`src/rtl/encoder_trig_gen.sv`:
```
// Quadrature (x4) encoder to camera line-trigger generator with divider, pulse FSM and status counters.
// Define ENC_TRIG_BACKTRACK_EN to compile in reverse-step debt (backtrack) compensation.
module encoder_trig_gen #(
   parameter int CNT_W = 32
) (
   input  logic             clk,
   input  logic             rst_n,
   input  logic             reg_trig_en,
   input  logic [15:0]      reg_trig_div,
   input  logic [15:0]      reg_trig_width,
   input  logic             reg_backtrack_en,
   input  logic             reg_trig_clr,
   input  logic             phase_encoder_a_in,
   input  logic             phase_encoder_b_in,
   output logic             trig_out,
   output logic [CNT_W-1:0] reg_trig_cnt,
   output logic [CNT_W-1:0] reg_trig_miss_cnt,
   output logic [CNT_W-1:0] reg_enc_err_cnt,
   output logic [15:0]      reg_backtrack_depth
);

   typedef enum logic [1:0] {IDLE, HIGH, GUARD} state_t;

   state_t      state, state_nxt;
   logic        a_s0, a_s1, a_s2, b_s0, b_s1, b_s2;
   logic        a_chg, b_chg, enc_err, fwd_step;
   logic [15:0] div_cnt, div_nxt, width_cnt, width_nxt;
   logic [15:0] div_lim, width_eff;
   logic        eff_step, fire, trig_inc, miss_inc;

   always_ff @(posedge clk or negedge rst_n) begin
      if (!rst_n) begin
         {a_s0, a_s1, a_s2} <= 3'b000;
         {b_s0, b_s1, b_s2} <= 3'b000;
      end else begin
         {a_s0, a_s1, a_s2} <= {phase_encoder_a_in, a_s0, a_s1};
         {b_s0, b_s1, b_s2} <= {phase_encoder_b_in, b_s0, b_s1};
      end
   end

   // With a single changing input, forward steps leave A^B == 1 after an A edge and A==B after a B edge.
   assign a_chg    = a_s1 ^ a_s2;
   assign b_chg    = b_s1 ^ b_s2;
   assign enc_err  = a_chg & b_chg;
   assign fwd_step = (a_chg & ~b_chg & (a_s1 ^ b_s1)) | (b_chg & ~a_chg & ~(a_s1 ^ b_s1));

   assign div_lim   = (reg_trig_div == 16'd0) ? 16'd0 : reg_trig_div - 16'd1;
   assign width_eff = (reg_trig_width == 16'd0) ? 16'd1 : reg_trig_width;

`ifdef ENC_TRIG_BACKTRACK_EN
   logic        rev_step;
   logic [15:0] debt, debt_nxt;
   assign rev_step            = (a_chg & ~b_chg & ~(a_s1 ^ b_s1)) | (b_chg & ~a_chg & (a_s1 ^ b_s1));
   assign reg_backtrack_depth = debt;
`else
   // Backtrack compiled out: the enable is ignored and the depth reads as zero.
   assign reg_backtrack_depth = {16{reg_backtrack_en & 1'b0}};
`endif

   always_comb begin
      eff_step = 1'b0;
      fire     = 1'b0;
      div_nxt  = div_cnt;
`ifdef ENC_TRIG_BACKTRACK_EN
      debt_nxt = debt;
`endif
      if (!reg_trig_en) begin
         div_nxt = 16'd0;
`ifdef ENC_TRIG_BACKTRACK_EN
         debt_nxt = 16'd0;
`endif
      end else begin
`ifdef ENC_TRIG_BACKTRACK_EN
         if (reg_backtrack_en) begin
            if (rev_step) begin
               if (debt != 16'hFFFF) debt_nxt = debt + 16'd1;
            end else if (fwd_step) begin
               if (debt != 16'd0) debt_nxt = debt - 16'd1;
               else eff_step = 1'b1;
            end
         end else begin
            debt_nxt = 16'd0;
            eff_step = fwd_step;
         end
`else
         eff_step = fwd_step;
`endif
         // >= so that lowering the divider mid-count fires on the next step
         if (eff_step) begin
            if (div_cnt >= div_lim) begin
               div_nxt = 16'd0;
               fire    = 1'b1;
            end else begin
               div_nxt = div_cnt + 16'd1;
            end
         end
      end
   end

   always_comb begin
      state_nxt = state;
      width_nxt = width_cnt;
      trig_inc  = 1'b0;
      miss_inc  = 1'b0;
      case (state)
         IDLE: begin
            if (fire) begin
               state_nxt = HIGH;
               width_nxt = 16'd1;
               trig_inc  = 1'b1;
            end
         end
         HIGH: begin
            miss_inc = fire;
            if (width_cnt == width_eff) state_nxt = GUARD;
            else width_nxt = width_cnt + 16'd1;
         end
         GUARD: begin
            miss_inc  = fire;
            state_nxt = IDLE;
         end
         default: state_nxt = IDLE;
      endcase
   end

   always_ff @(posedge clk or negedge rst_n) begin
      if (!rst_n) begin
         state             <= IDLE;
         width_cnt         <= 16'd0;
         div_cnt           <= 16'd0;
         reg_trig_cnt      <= '0;
         reg_trig_miss_cnt <= '0;
         reg_enc_err_cnt   <= '0;
`ifdef ENC_TRIG_BACKTRACK_EN
         debt              <= 16'd0;
`endif
      end else if (reg_trig_clr) begin
         state             <= IDLE;
         width_cnt         <= 16'd0;
         div_cnt           <= 16'd0;
         reg_trig_cnt      <= '0;
         reg_trig_miss_cnt <= '0;
         reg_enc_err_cnt   <= '0;
`ifdef ENC_TRIG_BACKTRACK_EN
         debt              <= 16'd0;
`endif
      end else begin
         state     <= state_nxt;
         width_cnt <= width_nxt;
         div_cnt   <= div_nxt;
`ifdef ENC_TRIG_BACKTRACK_EN
         debt      <= debt_nxt;
`endif
         if (trig_inc) reg_trig_cnt <= reg_trig_cnt + 1'b1;
         if (miss_inc) reg_trig_miss_cnt <= reg_trig_miss_cnt + 1'b1;
         if (enc_err) reg_enc_err_cnt <= reg_enc_err_cnt + 1'b1;
      end
   end

   assign trig_out = (state == HIGH);

endmodule

```
`config.mk`:
```
export PLATFORM = sky130hd
export DESIGN_NAME = encoder_trig_gen
export DESIGN_NICKNAME = d
export VERILOG_FILES = /design/src/rtl/encoder_trig_gen.sv
export SDC_FILE = /design/constraint.sdc
export NUM_CORES = 1
export LEC_CHECK = 0
export BUFFER_PORTS_ARGS = -buffer_cell sky130_fd_sc_hd__buf_2
export CAP_MARGIN = 20
export CORE_MARGIN = 8
export CORE_UTILIZATION = 30
export CTS_CLUSTER_DIAMETER = 150
export DETAILED_ROUTE_END_ITERATION = 6
export SLEW_MARGIN = 25
export SYNTH_ARGS = -nofsm -noshare
export SYNTH_HDL_FRONTEND = slang
export SYNTH_SLANG_ARGS = --single-unit
```
`constraint.sdc`:
```
create_clock -name clk -period 2.6 [get_ports clk]
set_input_delay 0.13 -clock clk [delete_from_list [all_inputs] [get_ports clk]]
set_output_delay 0.13 -clock clk [all_outputs]
set_load 0.01 [all_outputs]
```
---- Word level (Yosys, flattened, before mapping) ----
Index checks and enable logic that the tools add are counted.
word-level totals
  flip-flop bits (word level) ............. 136
  input port bits ......................... 39
  output and inout bits ................... 113
cells by class
  add/subtract/negate cells ............... 6
  $lt $le $gt $ge ......................... 1
  eq/ne operators ......................... 7
  multiplexer cells ....................... 26
  bitwise logic cells ..................... 12
  reduce and logical (&&, ||, !) cells .... 10
operators by type and width
  cell                     count
  $mux W32                 6
  $mux W16                 9
  $add A32 B1 Y32 const B  3
  $add A16 B1 Y16 const B  2
  $logic_not A16 Y1        2
  $pmux W16 S2             1
  $eq A16 B16 Y1           1
  $ge A16 B16 Y1           1
  $sub A16 B1 Y16 const B  1
  $mux W1                  6
  $mux W2                  3
  $ne A3 B3 Y1 const B     2
  $reduce_bool A2 Y1       3
  $and A1 B1 Y1            5
  $pmux W2 S2              1
  $ne A3 B1 Y1 const B     1
  $ne A3 B2 Y1 const B     1
  $not A1 Y1               3
  $reduce_and A3 Y1        1
  $reduce_bool A3 Y1       1
  $xor A1 B1 Y1            3
  $eq A2 B1 Y1 const B     1
  $eq A2 B2 Y1 const B     1
  $logic_not A2 Y1         1
  3 further kinds          3

---- Logic depth before layout (Yosys ltp) ----
  depth in word-level cells ............... 11
  depth in mapped cells ................... 17
  depth with buffers taken out ............ 15

---- Least setup slack after synthesis ----
OpenSTA, ideal clock, no wires.
  kind .................................... input to register
  from .................................... input reg_trig_div[9]
  to ...................................... register width_cnt[11]
  library setup time ...................... 0.124 ns
  data arrival time ....................... 3.457 ns
  required time ........................... 2.476 ns
  slack ................................... -0.981 ns
  stages on the path ...................... 16
  path through ............................ or4_1 > nor4_1 > nand2b_1 > nor2_1 > nand3_1 > nor3_1 > a21oi_1 > ha_1 > nand4_2 > nor3_1 > nor4_2 > nand3_1 > o211ai_1 > clkbuf_1 > nor4b_1 > a211o_1
between the ends
  longest elaborated chain between the ends .. 8
  elaborated cells on any way between the ends .. 9
ends and longest elaborated chain
  element                                                      line  text
  start: declaration                                           9     input logic [15:0] reg_trig_div,
  $sub A16 B1 Y16 / $logic_not A16 Y1 (equally long branches)  47    assign div_lim = (reg_trig_div == 16'd0) ? 16'd0 : reg_trig_div - 16'd1;
  $mux W16 *                                                   47
  $ge A16 B16 Y1 *                                             90    if (div_cnt >= div_lim) begin
  $mux W1 *                                                    90
  $mux W1 *                                                    89    if (eff_step) begin
  $mux W1 *                                                    67    if (!reg_trig_en) begin
  $ne A3 B3 Y1 (no line) *                                     -
  $reduce_and A3 Y1 (no line) *                                -
  end signal: assignment                                       149   width_cnt <= width_nxt;
  end: declaration                                             27    logic [15:0] div_cnt, div_nxt, width_cnt, width_nxt;
Mark *: on every way between the ends. The rest lies on a longest branch, timed or not.
A chain may end at the register's enable or synchronous reset.

---- Worst setup path in the final report ----
  from .................................... input reg_trig_div[9]
  to ...................................... register reg_trig_miss_cnt[5]
between the ends
  longest elaborated chain between the ends .. 8
  elaborated cells on any way between the ends .. 9
ends and longest elaborated chain
  element                                                      line  text
  $sub A16 B1 Y16 / $logic_not A16 Y1 (equally long branches)  47
  $mux W16 *                                                   47
  $ge A16 B16 Y1 *                                             90
  $mux W1 *                                                    90
  $mux W1 *                                                    89
  $mux W1 *                                                    67
  $mux W1 *                                                    105   case (state)
  $reduce_bool A2 Y1 (no line) *                               -
  end signal: assignment                                       155   if (miss_inc) reg_trig_miss_cnt <= reg_trig_miss_cnt + 1'b1;
  end: declaration                                             17    output logic [CNT_W-1:0] reg_trig_miss_cnt,
Marks and branches as above.

==> impl_results.html <==
<table>
<tr><th>Metric</th><th>Value</th></tr>
<tr><th colspan="2">CTS</th></tr>
<tr><td>Worst-skew pair later-pin latency</td><td>0.42 ns</td></tr>
<tr><td>Total clock buffers created by CTS</td><td>17</td></tr>
<tr><td>CTS clock-pin slew for the worst setup and hold paths</td><td>0.06 ns</td></tr>
<tr><td>Clk buf depth</td><td>2</td></tr>
<tr><td>Clock Sink Count</td><td>136</td></tr>
<tr><td>CTS tree</td><td>built</td></tr>
<tr><td>Clock root buffer master</td><td>clkbuf_16</td></tr>
<tr><td>H-tree lvl count</td><td>4</td></tr>
<tr><th colspan="2">Synthesis</th></tr>
<tr><td>#FFs+latches synth</td><td>136</td></tr>
<tr><td>Number of distinct library cells after synthesis</td><td>60</td></tr>
<tr><td>Post-synthesis instance total</td><td>893</td></tr>
<tr><td>Share of the yosys chip area belonging to registers</td><td>42.1%</td></tr>
<tr><td>Post-synthesis async set-or-reset flop share</td><td>100%</td></tr>
<tr><td>Primary flip-flop cell chosen by synthesis mapping</td><td>dfrtp_1</td></tr>
<tr><td>Count of synthesis-stage warnings from yosys</td><td>0</td></tr>
<tr><td>Share of the synthesized area in the top cell type</td><td>42.1%</td></tr>
<tr><td>Number of enable-type register cells in the synthesized netlist</td><td>0</td></tr>
<tr><td>Leading cell types by total area after synthesis</td><td>dfrtp_1, xor2_1, xnor2_1, nor2_1, ha_1</td></tr>
<tr><td>Syn avg cell area</td><td>9.05 um2</td></tr>
<tr><td>Synth Cell Area</td><td>8080 um2</td></tr>
<tr><td>Most area-hungry cell type in the Yosys netlist</td><td>dfrtp_1</td></tr>
<tr><th colspan="2">Worst setup path</th></tr>
<tr><td>R2R cell count</td><td>9</td></tr>
<tr><td>End of the worst register-to-register path</td><td>reg_trig_miss_cnt[27]$_DFFE_PN0P_</td></tr>
<tr><td>Slowest cell on the critical path</td><td>or4_4</td></tr>
<tr><td>Buffers and inverters on the worst path</td><td>5</td></tr>
<tr><td>Top Family by Delay on Critical Path</td><td>simple AND/OR/NAND/NOR gates</td></tr>
<tr><td>Setup CP Type</td><td>input pin to flop</td></tr>
<tr><td>Setup slack on the worst flop-to-flop path</td><td>-0.01 ns</td></tr>
<tr><td>Setup crit start kind</td><td>input pin</td></tr>
<tr><td>Largest fanout on the critical path</td><td>9</td></tr>
<tr><td>Type of destination of the critical path</td><td>flop</td></tr>
<tr><td>Launch instance of the worst register-to-register path</td><td>div_cnt[11]$_DFFE_PN0P_</td></tr>
<tr><td>Biggest cell delay along the critical path</td><td>0.54 ns</td></tr>
<tr><td>Required time of the worst setup path</td><td>2.90 ns</td></tr>
<tr><td>Ordered cell list for the critical path</td><td>buf_6, or4_4, nor4_4, nand2b_1, nor2_2, buf_4, buf_6, a21oi_2, ha_1, nand2b_4, a2111o_1, and3_2, buf_4, o31ai_4, buf_12, nor3_1, xnor2_1, nor2_1</td></tr>
<tr><td>Data arrival time of the critical path</td><td>3.52 ns</td></tr>
<tr><th colspan="2">Route</th></tr>
<tr><td>Total length of routed wires</td><td>22900 um</td></tr>
<tr><td>Average wire per standard cell</td><td>15.5 um</td></tr>
<tr><td>Vias per inst</td><td>4.93</td></tr>
<tr><td>Initial detailed-routing violation count</td><td>369</td></tr>
<tr><td># DRC</td><td>0</td></tr>
<tr><td>Antenna-violating nets left</td><td>0</td></tr>
<tr><td>Total vias in the final route</td><td>7278</td></tr>
<tr><td>Drt first pass iters</td><td>4</td></tr>
<tr><th colspan="2">Hold path</th></tr>
<tr><td>Endpoint of the worst hold-timing path</td><td>reg_trig_miss_cnt[2]$_DFFE_PN0P_</td></tr>
<tr><td>Class of the tightest hold or removal check</td><td>input pin to flop</td></tr>
<tr><td>Number of cells on the worst hold path</td><td>4</td></tr>
<tr><td>Worst min-delay path startpoint</td><td>reg_trig_en</td></tr>
<tr><th colspan="2">Die</th></tr>
<tr><td>Initial core utilization</td><td>30.2%</td></tr>
<tr><td># IOs</td><td>152</td></tr>
<tr><td>Total die area</td><td>32400 um2</td></tr>
<tr><td>Rows</td><td>60</td></tr>
<tr><td>Die Span X</td><td>180 um</td></tr>
<tr><td>Chip height</td><td>180 um</td></tr>
<tr><td>Core area</td><td>26700 um2</td></tr>
<tr><th colspan="2">Place</th></tr>
<tr><td>Port Buffers</td><td>134</td></tr>
<tr><td>Post-placement worst setup slack</td><td>-1.19 ns</td></tr>
<tr><td>RD Place Congestion</td><td>0.802</td></tr>
<tr><td>HPWL after detailed placement</td><td>16100 um</td></tr>
<tr><th colspan="2">Job</th></tr>
<tr><td>Number of maximum-capacitance constraint violations</td><td>0</td></tr>
<tr><th colspan="2">STA</th></tr>
<tr><td>Fin worst setup slack</td><td>-0.617 ns</td></tr>
<tr><td>Ratio of final minimum period to clock period</td><td>124%</td></tr>
<tr><td>Total count of hold-check failures in the final report</td><td>0</td></tr>
<tr><td>Number of max-slew violations in the final report</td><td>0</td></tr>
<tr><td>Slew HR</td><td>47.8%</td></tr>
<tr><td>Time the worst path needs with I/O delays and setup</td><td>3.22 ns</td></tr>
<tr><td>Worst Skew</td><td>0.0111 ns</td></tr>
<tr><td>Setup violation total in the final timing report</td><td>98</td></tr>
<tr><td>Unrepaired setup endpoints after global routing</td><td>true</td></tr>
<tr><td>Worst Hold Slack</td><td>0.136 ns</td></tr>
<tr><td>Max Freq</td><td>0.311 GHz</td></tr>
<tr><td>Worst Max-Slew Pin Slew</td><td>0.783 ns</td></tr>
<tr><th colspan="2">Power and ir drop</th></tr>
<tr><td>Power per standard cell area</td><td>448 nW/um2</td></tr>
<tr><td>Max VDD drop</td><td>0.347 mV</td></tr>
<tr><td>Lkg Pwr</td><td>5.31 nW</td></tr>
<tr><td>Clock power frac</td><td>50.4%</td></tr>
<tr><td>Psw</td><td>1.22 mW</td></tr>
<tr><td>Net switching fraction of the power</td><td>24.5%</td></tr>
<tr><td>Internal Power</td><td>3.77 mW</td></tr>
<tr><td>Combinational Power Share</td><td>6.8%</td></tr>
<tr><td>Sequential share of power</td><td>42.7%</td></tr>
<tr><th colspan="2">Status</th></tr>
<tr><td>Violated checks</td><td>negative setup slack</td></tr>
<tr><td>Status</td><td>finished with violations</td></tr>
<tr><th colspan="2">GRT</th></tr>
<tr><td>Wire length of the first global-routing pass</td><td>38200 um</td></tr>
<tr><td>Overall Global Routing Usage</td><td>14.2%</td></tr>
<tr><td>Vias in the first global route</td><td>7340</td></tr>
<tr><td>Number of antenna violations at the first check in global routing</td><td>0</td></tr>
<tr><td>Congestion Overflow GR</td><td>0</td></tr>
<tr><td>Largest net degree at the start of global routing</td><td>81</td></tr>
<tr><th colspan="2">Cells and area</th></tr>
<tr><td>Fraction of final layout cells sized beyond drive strength 1</td><td>32.0%</td></tr>
<tr><td>Leading cell type in the layout, fill and taps excluded</td><td>dfrtp_1</td></tr>
<tr><td>Nets</td><td>1186</td></tr>
<tr><td>Antenna diodes</td><td>0</td></tr>
<tr><td>Final cell utilization of the core</td><td>41.7%</td></tr>
<tr><td>Synth-to-layout area growth</td><td>38.1%</td></tr>
<tr><td>Top library cells by usage in the layout, fill and taps aside</td><td>dfrtp_1, buf_2, nor2_1</td></tr>
<tr><td>Count of filler cells inserted in the layout</td><td>2606</td></tr>
</table>
Yosys cell counts, types with 12 or more instances:
cell      count
nor3_1       26
xor2_1       65
inv_1        31
nor4_1       20
clkbuf_1     20
and4_1       12
buf_4        16
or3_1        18
a21oi_1      31
nor2_1      127
nand4_1      39
xnor2_1      56
dfrtp_1     136
nand2_1      79
and3_1       14
nand3_1      56
ha_1         26
o21ai_0      19
state kept, by name (all words and copies together), names as in the netlist:
| signal | flops |
|---|---|
| a_s0 | 1 |
| a_s1 | 1 |
| a_s2 | 1 |
| b_s0 | 1 |
| b_s1 | 1 |
| b_s2 | 1 |
| div_cnt | 16 |
| reg_enc_err_cnt | 32 |
| reg_trig_cnt | 32 |
| reg_trig_miss_cnt | 32 |
| state | 2 |
| width_cnt | 16 |
layer usage:
layer / wire length, um / track usage [%] / vias to the layer above
met3: 1120 / 3.57 / 24
met1: 10800 / 18.4 / 3547
met4: 290 / 4.46 / 0
li1: - / - / 3558
met2: 10700 / 22.8 / 149
met5: 0 / 0 / -
power by group through the flow:
stage | clock [mW] | combinational [mW] | sequential (mW)
after floorplan | 0 | 0.149 | 2.17
after global placement | 0 | 0.309 | 2.17
after detailed placement | 0 | 0.313 | 2.17
after CTS | 2.58 | 0.342 | 2.13
after global routing | 2.66 | 0.382 | 2.13
final | 2.52 | 0.341 | 2.13
through the flow:
stage / power [mW] / cells / instance area (um2) / setup TNS (ns)
final: 4.99 / 1475 / 11200 / -47.50
after global routing: 5.17 / 1475 / 11200 / -66.07
after CTS: 5.05 / 1474 / 11100 / -44.54
after detailed placement: 2.49 / 1419 / 9950 / -98.19
after global placement: 2.48 / 1419 / 9950 / -90.38
after floorplan: 2.32 / 908 / 8450 / -61.35
tightest hold or removal path, stage by stage:
cell and delay (ns):
buf_2 0.14, nand3_1 0.09, or3_1 0.11, a21oi_1 0.06
cell families (layout without fill, tap and decap cells):
| logic type | Yosys count | in the layout | share of synthesized area (%) |
|---|---|---|---|
| buffers and inverters | 79 | 303 | 4.77 |
| XOR/XNOR | 121 | 121 | 13.1 |
| flip-flops | 136 | 136 | 42.1 |
| other | 1 | 16 | 0.0464 |
| AND/OR/NAND/NOR | 441 | 441 | 28.7 |
| AO/OA/AOI/OAI | 86 | 88 | 6.86 |
| multiplexers | 3 | 3 | 0.372 |
| adder cells (fa/ha/maj) | 26 | 26 | 4.03 |
how the worst max path moves through the flow:
stage	start	to	depth (start not counted)
final	reg_trig_div[9]	reg_trig_miss_cnt[5]$_DFFE_PN0P_	18
after global routing	reg_trig_div[9]	reg_trig_miss_cnt[27]$_DFFE_PN0P_	17
after CTS	reg_trig_div[9]	reg_trig_miss_cnt[5]$_DFFE_PN0P_	18
after detailed placement	reg_trig_div[9]	reg_trig_cnt[12]$_DFFE_PN0P_	18
after global placement	reg_trig_div[9]	reg_trig_cnt[6]$_DFFE_PN0P_	17
after floorplan	reg_trig_div[9]	reg_trig_cnt[15]$_DFFE_PN0P_	17
final cells by class:
class / count / area (um2) / share of cell area (%)
Tap cell: 341 / 427 / 3.82
Clock buffer: 17 / 425 / 3.81
Inverter: 31 / 116 / 1.04
Sequential cell: 136 / 3400 / 30.5
Timing Repair Buffer: 240 / 1660 / 14.8
Multi-Input combinational cell: 695 / 4950 / 44.4
Clock inverter: 15 / 179 / 1.60
repair_timing:
item / CTS / global route
gates cloned: 4 / 0
hold buffers: 3 / 0
pin swaps: 22 / 12
gates resized for setup: 71 / 13
buffers inserted: 18 / 4
setup endpoints to repair: 98 / 98
hold endpoints to repair: 80 / 0
Note: power is estimated with default switching activity, not from simulation.
